### config.mk
export PLATFORM = sky130hd
export DESIGN_NAME = ets_phase_sweeper
export DESIGN_NICKNAME = d
export VERILOG_FILES = /design/src/rtl/ets_phase_sweeper.sv
export SDC_FILE = /design/constraint.sdc
export NUM_CORES = 1
export LEC_CHECK = 0
export BUFFER_PORTS_ARGS = -buffer_cell sky130_fd_sc_hd__clkbuf_2
export CORE_UTILIZATION = 55
export CTS_CLUSTER_SIZE = 28
export DETAILED_ROUTE_END_ITERATION = 12
export PLACE_DENSITY = 0.81
export SYNTH_ARGS = -nofsm -noshare
export SYNTH_HDL_FRONTEND = slang
export SYNTH_SLANG_ARGS = --single-unit
### constraint.sdc
create_clock -name sys_clk -period 2.5 [get_ports sys_clk]
set_input_delay 0.125 -clock sys_clk [delete_from_list [all_inputs] [get_ports sys_clk]]
set_output_delay 0.125 -clock sys_clk [all_outputs]
set_load 0.02 [all_outputs]
### src/rtl/ets_phase_sweeper.sv
// Equivalent-time-sampling sweep controller: per phase step it accumulates comparator hits, writes one result word,
// then performs one MMCM phase-shift handshake. Optional macro ETS_PS_TIMEOUT_EN adds a WAIT_PS watchdog and ps_timeout.
`timescale 1ns/1ps
module ets_phase_sweeper #(
    parameter int NUM_CH        = 4,
    parameter int ACC_WIDTH     = 16,
    parameter int ADDR_WIDTH    = 9,
    parameter int PHASE_STEPS   = 448,
    parameter int SETTLE_CYCLES = 8
) (
    input  logic                          sys_clk,
    input  logic                          reset,
    input  logic                          en,
    input  logic [ACC_WIDTH-1:0]          avg_count,
    input  logic                          trigger,
    input  logic [NUM_CH-1:0]             cmp_data,
    output logic                          ps_en,
    output logic                          ps_incdec,
    input  logic                          ps_done,
    output logic                          wr_en,
    output logic [ADDR_WIDTH-1:0]         wr_addr,
    output logic [NUM_CH*ACC_WIDTH-1:0]   wr_data,
    output logic [31:0]                   phase_counter,
    output logic                          busy,
    output logic                          sweep_done
`ifdef ETS_PS_TIMEOUT_EN
    ,
    output logic                          ps_timeout
`endif
);

    localparam logic [2:0] IDLE    = 3'd0;
    localparam logic [2:0] ACC     = 3'd1;
    localparam logic [2:0] WRITE   = 3'd2;
    localparam logic [2:0] SHIFT   = 3'd3;
    localparam logic [2:0] WAIT_PS = 3'd4;
    localparam logic [2:0] SETTLE  = 3'd5;
    localparam logic [2:0] DONE    = 3'd6;
`ifdef ETS_PS_TIMEOUT_EN
    localparam logic [2:0] ERR     = 3'd7;
`endif

    localparam int SW = (SETTLE_CYCLES > 1) ? $clog2(SETTLE_CYCLES) : 1;

    logic [2:0]                        state_q, state_d;
    logic [ADDR_WIDTH-1:0]             phase_q, phase_d;
    logic [NUM_CH*ACC_WIDTH-1:0]       acc_q, acc_d;
    logic [ACC_WIDTH-1:0]              trig_cnt_q, trig_cnt_d;
    logic [ACC_WIDTH-1:0]              target_q, target_d;
    logic [SW-1:0]                     settle_cnt_q, settle_cnt_d;
    logic                              trigger_d_q, trigger_d_d;
    logic                              ps_incdec_q, ps_incdec_d;
    logic                              trig_event;
    logic [ACC_WIDTH-1:0]              avg_target;
`ifdef ETS_PS_TIMEOUT_EN
    logic [15:0]                       wd_q, wd_d;
`endif

    function automatic logic [ACC_WIDTH-1:0] sat_inc(input logic [ACC_WIDTH-1:0] a, input logic hit);
        if (hit && (a != {ACC_WIDTH{1'b1}}))
            return a + 1'b1;
        return a;
    endfunction

    always_comb begin
        state_d      = state_q;
        phase_d      = phase_q;
        acc_d        = acc_q;
        trig_cnt_d   = trig_cnt_q;
        target_d     = target_q;
        settle_cnt_d = '0;
        trigger_d_d  = trigger;
        ps_incdec_d  = 1'b1;
        trig_event   = trigger && !trigger_d_q;
        avg_target   = (avg_count == '0) ? {{(ACC_WIDTH-1){1'b0}}, 1'b1} : avg_count;
`ifdef ETS_PS_TIMEOUT_EN
        wd_d         = '0;
`endif
        case (state_q)
            IDLE: begin
                acc_d      = '0;
                trig_cnt_d = '0;
                if (en) begin
                    state_d  = ACC;
                    target_d = avg_target;
                end
            end
            ACC: begin
                if (!en) begin
                    state_d    = IDLE;
                    acc_d      = '0;
                    trig_cnt_d = '0;
                end else if (trig_cnt_q == target_q) begin
                    state_d = WRITE;
                end else if (trig_event) begin
                    for (int c = 0; c < NUM_CH; c++)
                        acc_d[c*ACC_WIDTH +: ACC_WIDTH] = sat_inc(acc_q[c*ACC_WIDTH +: ACC_WIDTH], cmp_data[c]);
                    trig_cnt_d = trig_cnt_q + 1'b1;
                end
            end
            WRITE: begin
                // Result is presented this cycle; the accumulators restart from zero afterwards.
                acc_d      = '0;
                trig_cnt_d = '0;
                state_d    = (phase_q == ADDR_WIDTH'(PHASE_STEPS - 1)) ? DONE : SHIFT;
            end
            SHIFT: begin
                state_d = WAIT_PS;
            end
            WAIT_PS: begin
                if (ps_done) begin
                    state_d = en ? SETTLE : IDLE;
                end
`ifdef ETS_PS_TIMEOUT_EN
                else if (wd_q == 16'hFFFE) begin
                    state_d = ERR;
                end else begin
                    wd_d = wd_q + 1'b1;
                end
`endif
            end
            SETTLE: begin
                if (!en) begin
                    state_d = IDLE;
                end else if (settle_cnt_q == SW'(SETTLE_CYCLES - 1)) begin
                    state_d  = ACC;
                    phase_d  = phase_q + 1'b1;
                    target_d = avg_target;
                end else begin
                    settle_cnt_d = settle_cnt_q + 1'b1;
                end
            end
            DONE: begin
                if (!en) begin
                    state_d = IDLE;
                    phase_d = '0;
                end
            end
`ifdef ETS_PS_TIMEOUT_EN
            ERR: begin
                state_d = ERR;
            end
`endif
            default: begin
                state_d = IDLE;
            end
        endcase
    end

    always_ff @(posedge sys_clk) begin
        if (reset) begin
            state_q      <= IDLE;
            phase_q      <= '0;
            acc_q        <= '0;
            trig_cnt_q   <= '0;
            target_q     <= '0;
            settle_cnt_q <= '0;
            trigger_d_q  <= 1'b0;
            ps_incdec_q  <= 1'b0;
`ifdef ETS_PS_TIMEOUT_EN
            wd_q         <= '0;
`endif
        end else begin
            state_q      <= state_d;
            phase_q      <= phase_d;
            acc_q        <= acc_d;
            trig_cnt_q   <= trig_cnt_d;
            target_q     <= target_d;
            settle_cnt_q <= settle_cnt_d;
            trigger_d_q  <= trigger_d_d;
            ps_incdec_q  <= ps_incdec_d;
`ifdef ETS_PS_TIMEOUT_EN
            wd_q         <= wd_d;
`endif
        end
    end

    assign wr_en         = (state_q == WRITE);
    assign ps_en         = (state_q == SHIFT);
    assign ps_incdec     = ps_incdec_q;
    assign wr_addr       = phase_q;
    assign wr_data       = acc_q;
    assign phase_counter = 32'(phase_q);
    assign sweep_done    = (state_q == DONE);
`ifdef ETS_PS_TIMEOUT_EN
    assign ps_timeout    = (state_q == ERR);
    assign busy          = (state_q != IDLE) && (state_q != DONE) && (state_q != ERR);
`else
    assign busy          = (state_q != IDLE) && (state_q != DONE);
`endif

endmodule

==> results.toml, run 1 <==
[critical_path]
end_kind = "register"
start_kind = "register"
worstPathArrival_ps = 2660
reg2reg_setup_slack_ps = 100
rr_endpoint = "wr_data[50]"
path_max_fanout = 14
r2r_cells = 6
r2r-start = "trig_cnt_q[6]"
crit_type = "register to register"
cp_data_required_time_ps = 2760

[yosys]
syn-cell-area_mm2 = 0.00624
synth_edf_count = 0
yosysTopAreaCellShare_pct = 36.2
syn_inst = 753
synth.most_common_cell = "dfxtp_1"
syn_area_per_cell_um2 = 8.29
yosys.area.top_type = "dfxtp_1"
yosys-top-cells-area = "dfxtp_1, nor2_1, buf_4"
ys_async_sr_fraction_pct = 0
synthFlopType = "dfxtp_1"
synth_seq_cells = 113
netlist_top_cells_count = "dfxtp_1, nor2_1, nand2_1, o21ai_0, nand3_1"
synth_seq_area_share_pct = 36.2
synth_warnings = 0
ys_types = 70

[sta]
finClkSkew_ps = 7.24
tightest_slew_ps = 648
relSlewSlack_pct = 56.5
setup_viol = 0
finalCritPeriodShare_pct = 96.0
fmax_mhz = 417
slew_viol_final = 0
min_period_ps = 2400
rsz0062_at_grt = "false"
fin_setup_tns_ps = 0
hold_viol = 0

[floorplanning]
row_count = 38
die-area_mm2 = 0.0118
initial_core_util_pct = 57.1
core_mm2 = 0.0109
die_w_um = 109
boundaryPins = 135
die_h_um = 109

[detailed_routing]
firstDrtPassIters = 6
drc_errors = 0
vias_per_cell = 6.18
vias = 6391
routed_wl_um = 17000
antenna_left = 0
wl_per_cell_um = 16.4
drtIter0Drc = 693

[cells_and_area]
fill_cells = 874
fin_nets = 917
fin_cells = 1034
drive_gt1_share_pct = 22.7
area_growth_pct = 22.3
num_antenna_cells = 0

[clocking]
cts-buffers-inserted = 17
htreeDepth = 4
numClockSinks = 113
cts_buffer_depth = 2
post-cts-setup-buffers = 0
clock_latency_ps = 420
cts_root_buf = "clkbuf_16"
tritoncts = "built"
path_clk_slew_ps = 50

[outcome]
outcome = "finished clean"

[power]
p_per_area_mw_per_mm2 = 620
pwr-share-comb_pct = 9.4
clkPwrFrac_pct = 51.4
ir_drop_mv = 0.463
switching_share_pct = 23.6
leakagePower_nw = 3.19
power_frac_seq_pct = 39.2
power.internal_mw = 3.62
power_switching_mw = 1.12

[min_path]
hold_path.class = "input port to register"
hold_depth = 5
hp-start = "cmp_data[2]"
min_to = "wr_data[43]"

[placement]
place_congestion = 0.936
placed_cells = 988
hpwl_um = 11600
portBuffers = 111

[grt]
antenna_found_initial = 0
grt_use_met3_pct = 6.51
grt.total_usage_pct = 29.4
grt_pass1_vias = 5815
grt_start_max_net_pins = 27
grt_pass1_wl_um = 27200
grt_use_met1_pct = 36.9
busiest_layer = "met2"
gr-total-overflow = 0
grt_util_met2_pct = 47.8

[job]
maxCapViolCount = 0
[kinds of logic after synthesis]
family	share of synthesized area, %
AND/OR/NAND/NOR	25.0
buffers and inverters	7.91
AO/OA/AOI/OAI	24.6
adder cells (fa/ha/maj)	1.60
multiplexers	1.12
XOR/XNOR	3.51
other	0.0601
flip-flops	36.2
[area by class of cell]
cell class              instances  area [um^2]  area share [%]
well taps                     140          175            2.29
inverters                      13         48.8           0.639
clock inverters                 5         75.1           0.983
clock buffers                  24          522            6.83
multi-input cells             578         3580            46.9
flip-flops and latches        113         2260            29.6
repair buffers                161          973            12.7
[worst max-delay path by stage]
stage,start,cells after the start,slack [ps],to
floorplan,wr_data[0],8,330,wr_data[10]
global placement,state_q[0],5,300,wr_data[22]
detailed placement,wr_data[48],6,200,wr_data[50]
CTS,wr_data[48],6,180,wr_data[50]
global route,wr_data[1],8,10,wr_data[2]
finish,trig_cnt_q[6],6,100,wr_data[50]
[cells in the final DEF (no fill, tap or decap), drive strengths merged, types with 4 or more instances in the layout]
master	netlist	final
ha	8	8
xor2	23	23
or4	5	5
a22oi	10	10
nand2	54	54
nand4	21	21
nor3	9	9
nor4	11	11
mux2i	7	7
nand2b	5	5
buf	51	33
clkbuf	20	135
a31oi	27	27
and2	14	14
and4	4	4
dlygate4sd3	0	17
a21oi	39	39
o41ai	7	7
and3	22	22
o31ai	36	36
inv	13	13
nand3	42	42
a311oi	4	4
o21ai	75	75
conb	1	23
nand3b	5	5
dfxtp	113	113
nor2	79	79
o211ai	11	11
[repair_timing]
item                                    in CTS  in global routing
hold endpoints to repair                    17                  0
hold buffers                                17                  0
endpoints found under the setup margin       0                  1
gates resized for setup                      0                  1
[through the flow]
step                power [mW]  setup slack, ps  hold slack, ps  util [%]  cell area, um^2
finish                    4.73              100             110      69.9             7640
global placement          2.29              305             373      62.8             6860
CTS                       4.74              182             112      69.8             7630
detailed placement        2.30              201             384      62.8             6860
global route              4.88             14.1             140      69.9             7640
floorplan                 2.22              331             253         -             6330
[power by group through the flow]
| stage | clock network [mW] | registers, mW | logic, mW |
|---|---|---|---|
| final | 2.43 | 1.86 | 0.447 |
| after global routing | 2.55 | 1.86 | 0.479 |
| after CTS | 2.45 | 1.85 | 0.437 |
| after detailed placement | 0 | 1.89 | 0.413 |
| after global placement | 0 | 1.89 | 0.402 |
| after floorplan | 0 | 1.88 | 0.337 |
[registers in the layout (all words and copies together), names as in the netlist]
| signal | count |
|---|---|
| wr_data | 64 |
| target_q | 16 |
| trig_cnt_q | 16 |
| wr_addr | 9 |
| settle_cnt_q | 3 |
| state_q | 3 |
| ps_incdec | 1 |
| trigger_d_q | 1 |
[metal layers]
metal / share of wire [%] / vias up
li1: - / 3009
met1: 43 / 3026
met2: 48 / 313
met3: 6.5 / 43
met4: 2.2 / 0
met5: 0 / -
[worst max-delay path: stages (launching register included)]
cell and delay (ps):
dfxtp_1 340, xor2_1 160, nor4_2 460, nand4_4 400, buf_4 300, nand3_1 370, o21ai_0 220
No activity file was read; power rests on OpenSTA's default activity.
==> inputs of run 2 (changes only) <==
PLACE_DENSITY = 0.8   (was 0.81)
==> results.toml, run 2 (same netlist as run 1, synthesis figures left out) <==
[floorplanning]
die-area_mm2 = 0.0118
core_mm2 = 0.0109
initial_core_util_pct = 57.1
die_w_um = 109
boundaryPins = 135
die_h_um = 109
row_count = 38

[sta]
finClkSkew_ps = 6.30
finalCritPeriodShare_pct = 93.6
hold_viol = 0
setup_viol = 0
tightest_slew_ps = 667
min_period_ps = 2340
relSlewSlack_pct = 55.2
rsz0062_at_grt = "false"
fmax_mhz = 427
fin_setup_tns_ps = 0
slew_viol_final = 0

[power]
power.internal_mw = 3.75
power_frac_seq_pct = 37.8
pwr-share-comb_pct = 9.1
clkPwrFrac_pct = 53.1
ir_drop_mv = 0.434
power_switching_mw = 1.15
switching_share_pct = 23.5
leakagePower_nw = 3.20
p_per_area_mw_per_mm2 = 639

[clocking]
tritoncts = "built"
cts-buffers-inserted = 17
cts_root_buf = "clkbuf_16"
cts_buffer_depth = 2
path_clk_slew_ps = 50
htreeDepth = 4
numClockSinks = 113
post_cts_resized = 0
clock_latency_ps = 420

[min_path]
hold_depth = 5
hold_path.class = "input port to register"

[grt]
grt_pass1_vias = 5915
grt_start_max_net_pins = 25
gr-total-overflow = 0
grt.total_usage_pct = 30.9
antenna_found_initial = 0
grt_pass1_wl_um = 28600

[placement]
dpl_cell_area_mm2 = 0.00686
portBuffers = 111
hpwl_um = 11700
place_congestion = 0.888

[critical_path]
cp_data_required_time_ps = 2800
end_kind = "register"
path_max_fanout = 13
r2r_cells = 6
crit_type = "register to register"
worstPathArrival_ps = 2640
start_kind = "register"

[detailed_routing]
wl_per_cell_um = 16.6
vias = 6385
firstDrtPassIters = 8
drtIter0Drc = 604
antenna_left = 0
vias_per_cell = 6.16
drc_errors = 0
routed_wl_um = 17200

[cells_and_area]
fin_nets = 917
final_area_mm2 = 0.00767
area_growth_pct = 22.9
mostFrequentLayoutCell = "dfxtp_1"
seq_area_mm2 = 0.00226
drive_gt1_share_pct = 22.9
num_antenna_cells = 0
final_cell_mix = "dfxtp_1, clkbuf_2, nor2_1, nand2_1, o21ai_0"
largest_reg_flops = 64
fill_cells = 852
multiInputGateArea_mm2 = 0.00357

[job]
maxCapViolCount = 0

[outcome]
outcome = "finished clean"
## run 2: power by group through the flow
stage               Sequential, mW  Clock (mW)  Combinational (mW)
global route                  1.86        2.72               0.482
global placement              1.89           0               0.402
finish                        1.85        2.60               0.444
CTS                           1.85        2.62               0.437
floorplan                     1.88           0               0.337
detailed placement            1.89           0               0.413
## run 2: layout make-up
cell class	instances	share of cell area, %
Multi-Input combinational cell	578	46.6
Sequential cell	113	29.5
Timing Repair Buffer	161	12.7
Clock buffer	22	6.31
Tap cell	140	2.28
Clock inverter	10	2.02
Inverter	13	0.636
## run 2: critical path: stages (launching register included)
cell and delay (ps):
dfxtp_1 570, nor4bb_1 170, and3_1 220, a21oi_2 270, nand3_1 340, buf_4 280, o41ai_1 360
## run 2: repair_timing
action                                  4_1_cts  5_1_grt
endpoints found under the setup margin        0       12
hold endpoints to repair                     17        0
buffers inserted                              0        1
hold buffers                                 17        0
## run 2: path summary, 6_finish.rpt
check,endpoint,from,slack [ps]
worst max register to register,wr_data[21],state_q[1],160
worst min register to register,settle_cnt_q[0],settle_cnt_q[0],430
worst max-delay path,wr_data[21],state_q[1],160
worst min-delay path,wr_data[43],cmp_data[2],150
## run 2: metal layers
metal | GRT usage, % | routed length (um) | part of all wire (%) | vias to the layer above
li1 | - | - | - | 3023
met4 | 13.6 | 273 | 1.6 | 0
met2 | 49.8 | 8380 | 49 | 318
met5 | 0 | 0 | 0 | -
met3 | 6.45 | 1110 | 6.5 | 33
met1 | 39.7 | 7460 | 43 | 3011
## run 2: stage by stage
stage | cells | hold slack, ps | power (mW) | setup WS, ps | utilization (%)
6_report | 1037 | 148 | 4.90 | 161 | 70.2
3_5_place_dp | 987 | 384 | 2.30 | 214 | 62.7
5_1_grt | 1037 | 157 | 5.05 | 7.82 | 70.2
3_3_place_gp | 987 | 374 | 2.29 | 269 | 62.7
2_1_floorplan | 775 | 253 | 2.22 | 331 | -
4_1_cts | 1036 | 140 | 4.91 | 149 | 70.1
==> inputs of run 3 (changes only) <==
GPL_TIMING_DRIVEN = 0   (was not set)
==> results.toml, run 3 (same netlist as run 1, synthesis figures left out) <==
[outcome]
outcome = "finished clean"

[cells_and_area]
num_antenna_cells = 0
final_util_pct = 71.5
mostFrequentLayoutCell = "dfxtp_1"
fill_cells = 875
area_growth_pct = 25.2
fin_nets = 955
largest_reg_flops = 64
drive_gt1_share_pct = 24.2
final_cell_mix = "dfxtp_1, clkbuf_2, nor2_1, nand2_1, o21ai_0"
final_area_mm2 = 0.00782

[clocking]
numClockSinks = 113
cts_root_buf = "clkbuf_16"
clock_latency_ps = 420
htreeDepth = 4
cts_buffer_depth = 2
tritoncts = "built"
path_clk_slew_ps = 60
post-cts-setup-buffers = 0
cts-buffers-inserted = 17

[power]
p_per_area_mw_per_mm2 = 603
switching_share_pct = 25.1
pwr-share-comb_pct = 10.4
power_frac_seq_pct = 39.2
ir_drop_mv = 0.589
clkPwrFrac_pct = 50.4
power.internal_mw = 3.53
power_switching_mw = 1.18
leakagePower_nw = 3.32

[sta]
finalCritPeriodShare_pct = 92.5
min_period_ps = 2310
hold_ws_ps = 140
rsz0062_at_grt = "false"
fmax_mhz = 432
slew_viol_final = 0
hold_viol = 0
finClkSkew_ps = 7.87
setup_viol = 0
setup_ws_ps = 186
fin_setup_tns_ps = 0
tightest_slew_ps = 783
relSlewSlack_pct = 47.4

[critical_path]
rr_endpoint = "wr_data[10]"
r2r-start = "wr_data[0]"
cp_data_required_time_ps = 2810
start_kind = "register"
crit_type = "register to register"
path_max_fanout = 10
end_kind = "register"
reg2reg_setup_slack_ps = 190
r2r_cells = 8
worstPathArrival_ps = 2620

[grt]
grt_pass1_vias = 5892
grt_start_max_net_pins = 17
antenna_found_initial = 0
grt.total_usage_pct = 30.4
grt_use_met1_pct = 37.2
grt_util_met2_pct = 49.9
grt_pass1_wl_um = 28000
grt_use_met3_pct = 6.93
busiest_layer = "met2"
gr-total-overflow = 0

[floorplanning]
row_count = 38
die_h_um = 109
die_w_um = 109
die-area_mm2 = 0.0118
boundaryPins = 135
core_mm2 = 0.0109
initial_core_util_pct = 57.1

[detailed_routing]
routed_wl_um = 17700
drc_errors = 0
antenna_left = 0
vias = 6535
vias_per_cell = 6.08
drtIter0Drc = 724
wl_per_cell_um = 16.5
firstDrtPassIters = 6

[min_path]
hold_path.class = "input port to register"
hp-start = "cmp_data[2]"
hold_depth = 5
min_to = "wr_data[43]"

[placement]
hpwl_um = 12200
dpl_cell_area_mm2 = 0.00706
place_congestion = 0.905
place_ws_ps = 92.9
portBuffers = 111

[job]
maxCapViolCount = 0
## run 3: cell types whose count changed in the layout (fill, tap and decap cells not counted), moves of 2 or more
cell        before  now
clkinv_2         4    9
clkbuf_1         1   19
clkinvlp_4       2    0
buf_2            0   10
buf_6            0    3
bufinv_16        4    2
buf_4           33   38
## run 3: worst max-delay path by stage
| stage | cells past startpoint | start | endpoint |
|---|---|---|---|
| 2_1_floorplan | 8 | wr_data[0] | wr_data[10] |
| 3_3_place_gp | 8 | wr_data[0] | wr_data[10] |
| 3_5_place_dp | 8 | wr_data[0] | wr_data[10] |
| 4_1_cts | 8 | wr_data[0] | wr_data[10] |
| 5_1_grt | 8 | wr_data[0] | wr_data[10] |
| 6_report | 8 | wr_data[0] | wr_data[10] |
## run 3: metal layers
layer / share of wire (%) / wire length (um)
met3: 7.7 / 1360
met4: 2.6 / 463
met2: 47 / 8360
met1: 42 / 7510
met5: 0 / 0
## run 3: timing repair
action,CTS,global route
setup endpoints to repair,0,9
endpoints found under the hold margin,17,0
hold buffers,17,0
gates resized for setup,0,2
## run 3: power groups by stage
| stage | Combinational [mW] | Sequential, mW | Clock (mW) |
|---|---|---|---|
| 4_1_cts | 0.475 | 1.85 | 2.39 |
| 2_1_floorplan | 0.337 | 1.88 | 0 |
| 3_3_place_gp | 0.446 | 1.88 | 0 |
| 6_report | 0.489 | 1.85 | 2.38 |
| 5_1_grt | 0.523 | 1.85 | 2.47 |
| 3_5_place_dp | 0.452 | 1.88 | 0 |
## run 3: through the flow
step                power [mW]  instances
floorplan                 2.22        775
global placement          2.33       1026
detailed placement        2.34       1026
CTS                       4.71       1075
global route              4.84       1075
finish                    4.71       1075
## run 3: layout make-up
| cell class | count | area, um^2 | share of cell area (%) |
|---|---|---|---|
| Tap cell | 140 | 175 | 2.24 |
| Multi-Input combinational cell | 578 | 3580 | 45.8 |
| Inverter | 13 | 48.8 | 0.624 |
| Clock inverter | 12 | 114 | 1.46 |
| Clock buffer | 20 | 467 | 5.97 |
| Buffer | 71 | 445 | 5.70 |
| Timing Repair Buffer | 128 | 726 | 9.28 |
| Sequential cell | 113 | 2260 | 28.9 |
## run 3: worst max-delay path, cell delays in order, from the launching register on
cell and delay, ps:
dfxtp_1 440, ha_1 250, nand3_2 150, nor4_4 410
a41oi_4 250, a31oi_2 320, buf_4 220, o21ai_1 90
o41ai_1 80
